<file path="src/rtl/mem_arb_pkg.sv">
// rtl/mem_arb_pkg.sv - shared state encoding and default sizes for the memory arbiter
package mem_arb_pkg;

  localparam int unsigned DEF_ADDR_W       = 32;
  localparam int unsigned DEF_DATA_W       = 32;
  localparam int unsigned DEF_MAX_LS_BURST = 4;

  // Encodes which port owns the read data returning next cycle
  typedef enum logic [1:0] {
    IDLE  = 2'd0,
    RD_IF = 2'd1,
    RD_LS = 2'd2
  } arb_state_e;

endpackage

</file>
<file path="src/rtl/mem_arb_pick.sv">
// rtl/mem_arb_pick.sv - one-hot grant select: load/store first unless fetch has waited a full burst
module mem_arb_pick
  import mem_arb_pkg::*;
#(
  parameter int unsigned MAX_LS_BURST = DEF_MAX_LS_BURST,
  parameter int unsigned STREAK_W     = $clog2(MAX_LS_BURST) + 1
) (
  input  logic                rst,
  input  logic                if_req,
  input  logic                ls_req,
  input  logic [STREAK_W-1:0] ls_streak,
  output logic                if_gnt,
  output logic                ls_gnt
);

  logic starved;

  always_comb begin
    starved = if_req && (ls_streak == STREAK_W'(MAX_LS_BURST));
    ls_gnt  = rst && ls_req && !starved;
    if_gnt  = rst && if_req && !(ls_req && !starved);
  end

endmodule

</file>
<file path="src/rtl/mem_arbiter.sv">
// rtl/mem_arbiter.sv - shares one single-port synchronous memory between fetch and load/store ports
module mem_arbiter
  import mem_arb_pkg::*;
#(
  parameter int unsigned ADDR_W       = DEF_ADDR_W,
  parameter int unsigned DATA_W       = DEF_DATA_W,
  parameter int unsigned MAX_LS_BURST = DEF_MAX_LS_BURST
) (
  input  logic              clk,
  input  logic              rst,
  input  logic              if_req,
  input  logic [ADDR_W-1:0] if_addr,
  output logic              if_gnt,
  output logic              if_rvalid,
  output logic [DATA_W-1:0] if_rdata,
  input  logic              ls_req,
  input  logic              ls_we,
  input  logic [ADDR_W-1:0] ls_addr,
  input  logic [DATA_W-1:0] ls_wdata,
  output logic              ls_gnt,
  output logic              ls_rvalid,
  output logic [DATA_W-1:0] ls_rdata,
  output logic              mem_en,
  output logic              mem_we,
  output logic [ADDR_W-1:0] mem_addr,
  output logic [DATA_W-1:0] mem_wdata,
  input  logic [DATA_W-1:0] mem_rdata
);

  localparam int unsigned       STREAK_W  = $clog2(MAX_LS_BURST) + 1;
  localparam logic [ADDR_W-1:0] WORD_MASK = {{(ADDR_W-2){1'b1}}, 2'b00};

  arb_state_e          state_q, state_d;
  logic [STREAK_W-1:0] ls_streak_q, ls_streak_d;
  logic [DATA_W-1:0]   if_rdata_q, if_rdata_d;
  logic [DATA_W-1:0]   ls_rdata_q, ls_rdata_d;

  mem_arb_pick #(
    .MAX_LS_BURST(MAX_LS_BURST),
    .STREAK_W    (STREAK_W)
  ) u_pick (
    .rst      (rst),
    .if_req   (if_req),
    .ls_req   (ls_req),
    .ls_streak(ls_streak_q),
    .if_gnt   (if_gnt),
    .ls_gnt   (ls_gnt)
  );

  always_comb begin
    state_d     = IDLE;
    ls_streak_d = ls_streak_q;
    mem_en      = 1'b0;
    mem_we      = 1'b0;
    mem_addr    = '0;
    mem_wdata   = '0;

    if (if_gnt) begin
      state_d = RD_IF;
    end else if (ls_gnt && !ls_we) begin
      state_d = RD_LS;
    end

    // Streak only counts load/store wins while a fetch is actually waiting
    if (!if_req || if_gnt) begin
      ls_streak_d = '0;
    end else if (ls_gnt) begin
      ls_streak_d = ls_streak_q + STREAK_W'(1);
    end

    if (ls_gnt) begin
      mem_en   = 1'b1;
      mem_we   = ls_we;
      mem_addr = ls_addr & WORD_MASK;
      if (ls_we) begin
        mem_wdata = ls_wdata;
      end
    end else if (if_gnt) begin
      mem_en   = 1'b1;
      mem_addr = if_addr & WORD_MASK;
    end

    // Gating with rst drops a read that was in flight when reset arrived
    if_rvalid  = rst && (state_q == RD_IF);
    ls_rvalid  = rst && (state_q == RD_LS);
    if_rdata   = if_rvalid ? mem_rdata : if_rdata_q;
    ls_rdata   = ls_rvalid ? mem_rdata : ls_rdata_q;
    if_rdata_d = if_rdata;
    ls_rdata_d = ls_rdata;
  end

  always_ff @(posedge clk) begin
    if (!rst) begin
      state_q     <= IDLE;
      ls_streak_q <= '0;
      if_rdata_q  <= '0;
      ls_rdata_q  <= '0;
    end else begin
      state_q     <= state_d;
      ls_streak_q <= ls_streak_d;
      if_rdata_q  <= if_rdata_d;
      ls_rdata_q  <= ls_rdata_d;
    end
  end

endmodule

</file>
<file path="config.mk">
export PLATFORM = sky130hd
export DESIGN_NAME = mem_arbiter
export DESIGN_NICKNAME = d
export VERILOG_FILES = /design/src/rtl/mem_arb_pkg.sv /design/src/rtl/mem_arb_pick.sv /design/src/rtl/mem_arbiter.sv
export SDC_FILE = /design/constraint.sdc
export NUM_CORES = 1
export LEC_CHECK = 0
export ABC_AREA = 1
export CAP_MARGIN = 5
export CORE_ASPECT_RATIO = 0.6
export CORE_MARGIN = 3
export CORE_UTILIZATION = 36
export CTS_BUF_LIST = sky130_fd_sc_hd__clkbuf_16
export CTS_CLUSTER_DIAMETER = 200
export DETAILED_ROUTE_END_ITERATION = 12
export GPL_ROUTABILITY_DRIVEN = 1
export PLACE_DENSITY = 0.81
export SLEW_MARGIN = 5
export SYNTH_ARGS = -nofsm -noshare
export SYNTH_HDL_FRONTEND = slang
export SYNTH_SLANG_ARGS = --single-unit
</file>
<file path="constraint.sdc">
create_clock -name clk -period 1.82 [get_ports clk]
set_input_delay 0.364 -clock clk [delete_from_list [all_inputs] [get_ports clk]]
set_output_delay 0.364 -clock clk [all_outputs]
set_load 0.005 [all_outputs]
</file>
==> impl_metrics.json, run 1 <==
{
  "outcome": "complete, but fails checks",
  "violations": "setup timing",
  "synth_edf_count": 0,
  "track_usage_pct": 28.0,
  "dpl.hpwl_um": 11600,
  "p_switching_uw": 1410,
  "grt_pass1_vias": 5341,
  "dp_slack_ps": -728,
  "startpoint_type": "flip-flop",
  "avgViaCountPerCell": 4.99,
  "syn_avg_cell_area_um2": 5.58,
  "place.gp.congestion": 0.899,
  "setup_ws_ps": -404,
  "dieHeight_um": 87.5,
  "synth_commonest_cells": "nand2_1 (260), inv_1 (169), nor2_1 (101)",
  "maxSlewViolCount": 0,
  "power_density_mw_per_mm2": 538,
  "setup_viol_count_final": 129,
  "period_share_pct": 122,
  "portBuffers": 260,
  "synth_area_mm2": 0.00398,
  "pwr-share-comb_pct": 29.4,
  "start_util_pct": 37.3,
  "netlist-cell-type-count": 16,
  "yosysMostFrequentCell": "nand2_1",
  "wire_per_inst_um": 19.8,
  "diodes": 0,
  "static-leakage-power_uw": 0.00517,
  "instances_no_fill": 1240,
  "worstPathRequired_ps": 1460,
  "path_class": "reg -> out",
  "hold_ws_ps": 532,
  "grt-ovfl-total": 0,
  "drc": 0,
  "clkSlewWorstSetupHoldPaths_ps": 60,
  "rows": 29,
  "htreeDepth": 3,
  "sw_frac_of_total_pct": 28.6,
  "max_freq_ghz": 0.450,
  "core_mm2": 0.0107,
  "arrival_ps": 1860,
  "grt_max_degree": 30,
  "fp.dieArea_mm2": 0.0124,
  "final_hold_viol_count": 0,
  "ant_nets": 0,
  "fin_skew_ps": 9.81,
  "synth_ff_type": "dfxtp_1",
  "first_pass_iters": 6,
  "maxCapViolCount": 0,
  "cts_sinks": 69,
  "cp-end-kind": "primary output",
  "tns_ps": -21120,
  "dp_cells": 1133,
  "p_clk_share_pct": 38.8,
  "synthTopCellsByArea": "dfxtp_1 (35%), nand2_1 (25%), inv_1 (16%)",
  "root_buffer": "clkbuf_16",
  "period_minus_slack_ps": 2220,
  "cts_buffer_depth": 2,
  "yosys_warnings": 0,
  "io_pins": 267,
  "num-nets-final": 1231,
  "wl_um": 24600,
  "critical_path.max_fanout": 4,
  "postSynthCellCount": 713,
  "cts_tree": "built",
  "seqPwrFrac_pct": 31.9,
  "cts_hold_buf": 0,
  "async_flop_share_pct": 0,
  "grt_pass1_wl_um": 27500,
  "intPower_uw": 3540,
  "areaGrowthSynthToFinish_pct": 131,
  "num_vias": 6191,
  "synth_top_area_share_pct": 34.7,
  "synth_seq_area_share_pct": 34.7,
  "hp-class": "reg -> reg",
  "drive_above_1_share_pct": 44.4,
  "insertion_delay_ps": 330,
  "die_w_um": 142,
  "antenna_found_initial": 1,
  "ys_ff_latch": 69,
  "rsz0062_at_grt": "true",
  "yosys.area.top_type": "dfxtp_1",
  "dr.first_iter.drc_count": 436,
  "cts_buffers": 9,
  "irDropWorstVdd_mv": 0.434
}
## per-layer routing
| metal | up-vias | routed length [µm] | global-route usage, % |
|---|---|---|---|
| met2 | 402 | 11400 | 47.3 |
| met1 | 2874 | 8940 | 33.2 |
| met3 | 134 | 2670 | 9.11 |
| met5 | - | 13 | 0 |
| li1 | 2779 | - | - |
| met4 | 2 | 1520 | 11.2 |
## layout by cell type (no fill, tap or decap), types with 7 or more instances in the layout
cell type / n
buf_8: 8
nand2_4: 25
dlymetal6s2s_1: 10
dfxtp_1: 65
nor2_2: 8
buf_4: 67
buf_16: 7
nor2_4: 20
clkbuf_2: 53
nand3_4: 12
inv_2: 29
nand3_1: 15
nor2_1: 75
clkbuf_16: 16
buf_6: 71
nand2_2: 62
clkdlybuf4s50_1: 125
nand3_2: 37
buf_2: 41
nand2_1: 172
buf_12: 19
inv_1: 142
## path summary, 6_finish.rpt
check / from / end / slack, ps / cells after the start
max: ls_streak_q[0]$_SDFFE_PP0P_ / mem_addr[13] / -400 / 10
min: if_rdata_q[13]$_SDFF_PN0_ / if_rdata_q[13]$_SDFF_PN0_ / 530 / 4
max reg2reg: state_q[1]$_SDFF_PP0_ / if_rdata_q[23]$_SDFF_PN0_ / 310 / 10
min reg2reg: if_rdata_q[13]$_SDFF_PN0_ / if_rdata_q[13]$_SDFF_PN0_ / 530 / 4
## metrics by stage
stage | util (%) | instance area (µm²) | power [µW]
6_report | 86.3 | 9200 | 4950
5_1_grt | 86.3 | 9200 | 5130
4_1_cts | 74.1 | 7910 | 4610
3_5_place_dp | 67.1 | 7160 | 2700
3_3_place_gp | 67.1 | 7160 | 2690
2_1_floorplan | - | 3990 | 1960
## logic make-up after synthesis
kind of cell	Yosys count	share of synthesized area (%)
fa+ha+maj	2	0.628
xor+xnor	1	0.220
buf+inv	210	21.2
compound gates	2	0.251
simple gates	428	42.9
other cells	1	0.0942
flops	69	34.7
## flip-flops by register name (all words and copies together), names as in the netlist
signal,flops
ls_streak_q,3
ls_rdata_q,32
state_q,2
if_rdata_q,32
## timing repair
item,in CTS,in global routing
cloned,8,7
resized for setup,332,464
setup buffers,18,60
setup endpoints to repair,132,132
pin swaps,14,64
## area by class of cell
type                       instances  area [µm²]
multi-input combinational        435        2630
clock inverter                     7        97.6
tap                              139         174
sequential                        69        1390
inverter                         170         638
clock buffer                       9         225
fill                             533        1470
timing repair buffer             411        4050
## worst max-delay path, stage by stage (launching register included)
cell      delay, ps
dfxtp_2         350
inv_2            60
ha_4            160
nand3_4          70
buf_12          120
buf_8           130
buf_12          130
buf_16          110
nand3_2         140
nand2_1         130
clkbuf_2        120
## power groups by stage
stage               Clock [µW]  Sequential, µW  Combinational [µW]
global placement             0            1610                1080
CTS                       1930            1580                1110
global route              2020            1580                1530
finish                    1920            1580                1450
floorplan                    0            1610                 354
detailed placement           0            1610                1090
Note: power is estimated with default switching activity, not from simulation.
==> run 2, diff against run 1 <==
Settings changed: HOLD_SLACK_MARGIN set to 0.05.
==> results of run 2 <==
Same layout as run 1: the final DEF is identical, and so are final timing and power.
